[src/rtl/tdc_pkg.sv]
// Shared definitions for the timestamp readout path: FIFO word width,
// default frame marker and the reader state encoding.
package tdc_pkg;

  localparam int         FIFO_DW       = 32;
  localparam logic [7:0] DEF_SYNC_BYTE = 8'hA5;

  typedef enum logic [1:0] {
    S_IDLE = 2'd0,
    S_RD   = 2'd1,
    S_WAIT = 2'd2,
    S_SEND = 2'd3
  } rd_state_t;

endpackage

[src/rtl/memory_reader.sv]
// Drains the timestamp FIFO one word at a time and streams each word
// MSB-first as bytes (optionally behind a sync byte) to the UART transmitter.
module memory_reader
  import tdc_pkg::*;
#(
  parameter int         RD_LATENCY = 2,
  parameter int         SYNC_EN    = 1,
  parameter logic [7:0] SYNC_BYTE  = DEF_SYNC_BYTE,
  parameter int         CNT_W      = 16
) (
  input  logic               Rclk,
  input  logic               Rst_n,
  input  logic               enable,
  input  logic               fifo_empty,
  input  logic               fifo_rd_err,
  input  logic [FIFO_DW-1:0] fifo_data,
  output logic               ReadEN,
  output logic [7:0]         tx_data,
  output logic               tx_valid,
  input  logic               tx_ready,
  output logic               busy,
  output logic [CNT_W-1:0]   words_sent,
  output logic               rd_err_flag
);

  localparam int         SYNC_N   = (SYNC_EN != 0) ? 1 : 0;
  localparam int         NB       = 4 + SYNC_N;
  localparam logic [2:0] LAST_IDX = 3'(NB - 1);
  localparam logic [1:0] LAT_LOAD = 2'(RD_LATENCY - 1);

  rd_state_t          state_reg, state_next;
  logic [1:0]         lat_cnt_reg, lat_cnt_next;
  logic [2:0]         byte_idx_reg, byte_idx_next;
  logic [31:0]        word_q_reg, word_q_next;
  logic               tx_valid_reg, tx_valid_next;
  logic [CNT_W-1:0]   words_sent_reg, words_sent_next;
  logic               read_en_reg;
  logic               busy_reg;
  logic               rd_err_reg;
  logic               handshake;
  logic [2:0]         data_idx;
  logic [7:0]         tx_data_mux;

  assign handshake = tx_valid_reg & tx_ready;

  always_comb begin
    state_next      = state_reg;
    lat_cnt_next    = lat_cnt_reg;
    byte_idx_next   = byte_idx_reg;
    word_q_next     = word_q_reg;
    tx_valid_next   = tx_valid_reg;
    words_sent_next = words_sent_reg;
    case (state_reg)
      S_IDLE: begin
        if (enable && !fifo_empty) state_next = S_RD;
      end
      S_RD: begin
        lat_cnt_next = LAT_LOAD;
        state_next   = S_WAIT;
      end
      S_WAIT: begin
        // Capture lands RD_LATENCY edges after the edge that sampled ReadEN.
        if (lat_cnt_reg == 2'd0) begin
          word_q_next   = fifo_data;
          byte_idx_next = 3'd0;
          tx_valid_next = 1'b1;
          state_next    = S_SEND;
        end else begin
          lat_cnt_next = lat_cnt_reg - 2'd1;
        end
      end
      S_SEND: begin
        if (handshake) begin
          if (byte_idx_reg == LAST_IDX) begin
            words_sent_next = words_sent_reg + CNT_W'(1);
            tx_valid_next   = 1'b0;
            byte_idx_next   = 3'd0;
            state_next      = S_IDLE;
          end else begin
            byte_idx_next = byte_idx_reg + 3'd1;
          end
        end
      end
      default: state_next = S_IDLE;
    endcase
  end

  always_ff @(posedge Rclk) begin
    if (!Rst_n) begin
      state_reg      <= S_IDLE;
      lat_cnt_reg    <= 2'd0;
      byte_idx_reg   <= 3'd0;
      word_q_reg     <= 32'd0;
      tx_valid_reg   <= 1'b0;
      words_sent_reg <= '0;
      read_en_reg    <= 1'b0;
      busy_reg       <= 1'b0;
      rd_err_reg     <= 1'b0;
    end else begin
      state_reg      <= state_next;
      lat_cnt_reg    <= lat_cnt_next;
      byte_idx_reg   <= byte_idx_next;
      word_q_reg     <= word_q_next;
      tx_valid_reg   <= tx_valid_next;
      words_sent_reg <= words_sent_next;
      read_en_reg    <= (state_next == S_RD);
      busy_reg       <= (state_next != S_IDLE);
      rd_err_reg     <= rd_err_reg | fifo_rd_err;
    end
  end

  // With a sync byte in front, data bytes sit one index further along.
  assign data_idx = byte_idx_reg - 3'(SYNC_N);

  always_comb begin
    tx_data_mux = 8'h00;
    if (tx_valid_reg) begin
      if (SYNC_N == 1 && byte_idx_reg == 3'd0) begin
        tx_data_mux = SYNC_BYTE;
      end else begin
        case (data_idx)
          3'd0:    tx_data_mux = word_q_reg[31:24];
          3'd1:    tx_data_mux = word_q_reg[23:16];
          3'd2:    tx_data_mux = word_q_reg[15:8];
          3'd3:    tx_data_mux = word_q_reg[7:0];
          default: tx_data_mux = 8'h00;
        endcase
      end
    end
  end

  assign ReadEN      = read_en_reg;
  assign tx_data     = tx_data_mux;
  assign tx_valid    = tx_valid_reg;
  assign busy        = busy_reg;
  assign words_sent  = words_sent_reg;
  assign rd_err_flag = rd_err_reg;

endmodule
[config.mk]
export PLATFORM = sky130hd
export DESIGN_NAME = memory_reader
export DESIGN_NICKNAME = d
export VERILOG_FILES = /design/src/rtl/tdc_pkg.sv /design/src/rtl/memory_reader.sv
export SDC_FILE = /design/constraint.sdc
export NUM_CORES = 1
export LEC_CHECK = 0
export ABC_AREA = 0
export BUFFER_PORTS_ARGS = -buffer_cell sky130_fd_sc_hd__clkbuf_2
export CORE_UTILIZATION = 38
export CTS_CLUSTER_SIZE = 30
export DETAILED_ROUTE_END_ITERATION = 6
export PLACE_DENSITY_LB_ADDON = 0.12
export SLEW_MARGIN = 5
export SYNTH_ARGS = -nofsm -noshare
export SYNTH_HDL_FRONTEND = slang
export SYNTH_SLANG_ARGS = --single-unit
[constraint.sdc]
create_clock -name Rclk -period 2.7 [get_ports Rclk]
set_input_delay 0.54 -clock Rclk [delete_from_list [all_inputs] [get_ports Rclk]]
set_output_delay 0.54 -clock Rclk [all_outputs]
set_load 0.01 [all_outputs]
### Word level (Yosys, flattened, before mapping)

Cells that the tools add are included.

| word-level totals | value |
|---|---|
| logic and storage cells | 59 |
| register bits after elaboration | 59 |
| input port bits | 38 |
| output and inout port bits | 28 |

| cells by class | value |
|---|---|
| mux-type cells | 18 |
| equal/unequal tests | 12 |
| add/subtract/negate cells | 4 |
| reduce and logical (&&, ||, !) cells | 14 |
| bitwise operators | 2 |

Operators with widths:

| cell | number |
|---|---|
| 8-bit one-hot mux with 4 select lines | 1 |
| 16-bit by 1-bit adder with 16-bit output, second input constant | 1 |
| 8-bit two-way mux | 2 |
| 2-bit two-way mux | 5 |
| 3-bit two-way mux | 3 |
| 2-bit inequality test, second input constant | 4 |
| 2-bit one-hot mux with 4 select lines | 1 |
| 3-bit by 2-bit equality test with 1-bit output, second input constant | 2 |
| 3-bit logical NOT | 2 |
| 3-bit one-hot mux with 2 select lines | 1 |
| 3-bit AND reduction | 2 |
| 2-bit nonzero test | 3 |
| 2-bit by 1-bit equality test with 1-bit output, second input constant | 2 |
| 2-bit equality test, second input constant | 2 |
| 2-bit logical NOT | 2 |
| 2-bit one-hot mux with 2 select lines | 1 |
| 2-bit AND reduction | 2 |
| 4-bit AND reduction | 1 |
| 3-bit by 1-bit adder with 3-bit output, second input constant | 1 |
| 3-bit by 1-bit equality test with 1-bit output, second input constant | 1 |
| 3-bit equality test, second input constant | 1 |
| 1-bit two-way mux | 3 |
| 3-bit by 1-bit subtractor with 3-bit output, second input constant | 1 |
| 1-bit one-hot mux with 2 select lines | 1 |
| 5 further kinds | 5 |

### Depth between registers and ports, before layout

| depth | value |
|---|---|
| depth after elaboration | 5 |
| gate-level depth with buffers | 8 |
| gate-level depth less buffers | 6 |

### Worst setup path before layout

OpenSTA, ideal clock, no wires.

| timing path | value |
|---|---|
| path type | register to output |
| start point | register byte_idx_reg[0] |
| end point | output port tx_data[1] |
| cell stages (with the launch flop) | 7 |
| required time | 2,160 ps |
| data arrival time | 1,568 ps |
| setup slack | 592 ps |
| buffers on the path | 0 |
| cells stage by stage | dfxtp_1 inv_1 ha_1 or3_1 a21oi_1 o21ai_0 a21oi_1 |

| on the way | value |
|---|---|
| cells in the longest elaborated chain, start to end | 5 |
| elaborated cells on any way between the ends | 9 |
| those cells by class | 1 x add/sub; 3 x eq/ne; 3 x mux; 2 x reduce/logical |

Ends and longest elaborated chain:

| item | line | source |
|---|---|---|
| from (decl) | memory_reader.sv:33 | `logic [2:0] byte_idx_reg, byte_idx_next;` |
| from (signal assigned) | memory_reader.sv:102 | `byte_idx_reg <= byte_idx_next;` |
| 3-bit by 1-bit subtractor with 3-bit output | memory_reader.sv:113 | `assign data_idx = byte_idx_reg - 3'(SYNC_N);` |
| 3-bit by 2-bit equality test with 1-bit output, or another cell as far along | memory_reader.sv:121 | `case (data_idx)` |
| 8-bit one-hot mux with 4 select lines | memory_reader.sv:121 |  |
| 8-bit two-way mux * | memory_reader.sv:118 | `if (SYNC_N == 1 && byte_idx_reg == 3'd0) begin` |
| 8-bit two-way mux * | memory_reader.sv:117 | `if (tx_valid_reg) begin` |
| to (decl) | memory_reader.sv:18 | `output logic [7:0] tx_data,` |

Mark *: on every way between the ends. The rest lies on a longest branch, timed or not.

### Final worst setup path

| timing path | value |
|---|---|
| start point | register byte_idx_reg[1] |
| end point | output port tx_data[6] |

The elaborated chain is that of the path after synthesis.

==> out/results.tsv <==
metric	value	unit
status	finished, final reports clean	
synth_top_area_frac	0.449	
io_pins	66	
syn_area	0.00263	mm²
num_antenna_cells	0	
synthMuxAreaShare	0	
post-route-period-util	0.941	
drc_errors	0	
max_clock_freq	394	MHz
p_sw	0.481	mW
maxCapViolCount	0	
p_seq_frac	0.485	
async_flop_share	0	
firstDrtPassIters	4	
fin_skew	0.00739	ns
grt_pass1_wl	10.9	mm
start_kind	flop	
synth_flop_cell	dfxtp_1	
grt_pass1_vias	2384	
synth_top_family_by_area	simple AND/OR/NAND/NOR gates	
slew_headroom	0.619	
antenna_found_initial	0	
yosysWarnings	0	
final-hold-violation-count	0	
grt-ovfl-total	0	
setup_viol	0	
p_leak	1.23	nW
grt_util_all_layers	0.191	
ir_worst_vdd	0.303	mV
worstMarginPinSlew	0.572	ns
largest_register_ffs	32	
switching_share	0.247	
post-synth-top-count-cell	nand2_1	
hold_class	input pin to flop	
hpwl	4.66	mm
routabilityCongestion	0.782	
routed_via_density	5.14	
synth-compound-area-share	0.194	
synth-seq-cells	59	
die_w	85.2	µm
cts.sinks	59	
cp.required	2.16	ns
crit_arrival	2.00	ns
clk_latency	0.34	ns
drive_above_1_share	0.238	
synth-edff-count	0	
yosysSeqAreaShare	0.449	
syn_nets	378	
grt_max_degree	33	
setup-tns-final	0	ns
syn_area_per_cell	7.93	µm²
ant_nets	0	
p_int	1.47	mW
rows	29	
rsz0062_at_grt	no	
syn_to_final_growth	23.2	%
p_comb_frac	0.099	
cp-end-kind	output pin	
post_drt_wl_per_cell	13.8	µm
root_buffer	clkbuf_8	
synth_cell_types	37	
postCtsHoldBufs	0	
netlist_top_cells_area	dfxtp_1 (45%), nand2_1 (11%), a21oi_1 (9.1%), ha_1 (3.8%), xnor2_1 (3.7%)	
min_period	2.54	ns
clockBufferDepth	2	
clk_transition_reported_paths	0.07	ns
die_area	0.00726	mm²
numCtsBuffers	9	
cts_tree	built	
cts_resized	0	
power_frac_clock	0.416	
synth_simple_gate_area_frac	0.238	
path_max_fanout	5	
power	1.95	mW
drv_slew	0	
dieHeight	85.2	µm
synth_cells	332	
synthAdderAreaFrac	0.0380	
synth_area_leader_cell	dfxtp_1	
core-area	0.00653	mm²
initial_core_util	0.403	
worstSetupPathType	flop to output pin	
layout.nets	441	
synth_xor_area_frac	0.0366	
drt_wl_total	6.58	mm
io_buffers	65	
ys_top_cells_by_count	nand2_1 (75), dfxtp_1 (59), a21oi_1 (48)	
first_iter_violations	127	
postCtsSetupRepairBufs	0	
p_per_area	600	mW/mm²
htree_levels	3	
num_vias	2446	
==> cells by family (layout without fill, tap and decap cells) <==
kind of cell               after synthesis  after routing
and+or+nand+nor                        137            137
adders and majority gates                8              8
xor gates and xnor gates                11             11
buffers and inverters                   31             98
DFF                                     59             59
AOI/OAI and AO/OA                       86             86
==> cell usage in the layout (no fill, tap or decap), types with 7 or more instances in the layout <==
cell / Yosys / final
a21oi_1: 48 / 48
a22oi_1: 8 / 8
clkbuf_2: 0 / 64
clkbuf_8: 0 / 11
dfxtp_1: 59 / 57
ha_1: 8 / 7
inv_1: 10 / 9
nand2_1: 75 / 75
nand3_1: 7 / 7
nor2_1: 21 / 21
o21ai_0: 14 / 14
xnor2_1: 11 / 11
==> final cells by class <==
class                           count  area [µm²]
Inverter                           11        41.3
Fill cell                         687        3290
Sequential cell                    59        1180
Clock inverter                      2        35.0
Timing Repair Buffer               72         390
Tap cell                           77        96.3
Clock buffer                       13         159
Multi-Input combinational cell    242        1340
==> through the flow <==
step           hold WS, ns  cell area, µm²  cells  setup slack (ns)   util
6_report             0.409            3240    476             0.159  0.496
3_3_place_gp         0.445            3040    461             0.474  0.466
2_1_floorplan        0.436            2630    332             0.592      -
4_1_cts              0.400            3240    476            0.0363  0.495
3_5_place_dp         0.451            3040    461             0.410  0.466
5_1_grt              0.416            3240    476            0.0136  0.496
==> critical path, stage by stage, from the launching register on <==
cell and delay (ns):
dfxtp_2 0.37, inv_1 0.08, ha_1 0.20, or3_1 0.34
a21oi_1 0.12, o21ai_0 0.10, buf_4 0.18, a21oi_1 0.13
clkbuf_2 0.15
==> routing by layer <==
layer	part of all wire	track usage
met1	0.47	0.233
met2	0.47	0.323
met3	0.052	0.0593
met4	0.012	0.0601
met5	0	0
==> power groups by stage <==
stage               combinational [mW]  clock (mW)  sequential, mW
detailed placement               0.194           0           0.963
global placement                 0.191           0           0.964
floorplan                        0.123           0           0.953
finish                           0.192       0.810           0.945
CTS                              0.194       0.829           0.944
global route                     0.217       0.863           0.950
==> worst paths after layout <==
check	startpoint	endpoint	slack [ns]	cells after the start
setup / recovery	byte_idx_reg[1]	tx_data[6]	0.16	8
hold / removal	fifo_rd_err	rd_err_flag	0.41	3
setup reg to reg	byte_idx_reg[1]	words_sent[15]	0.54	7
hold reg to reg	word_q_reg[5]	word_q_reg[5]	0.46	2
Power figures use the tool's default switching activity.
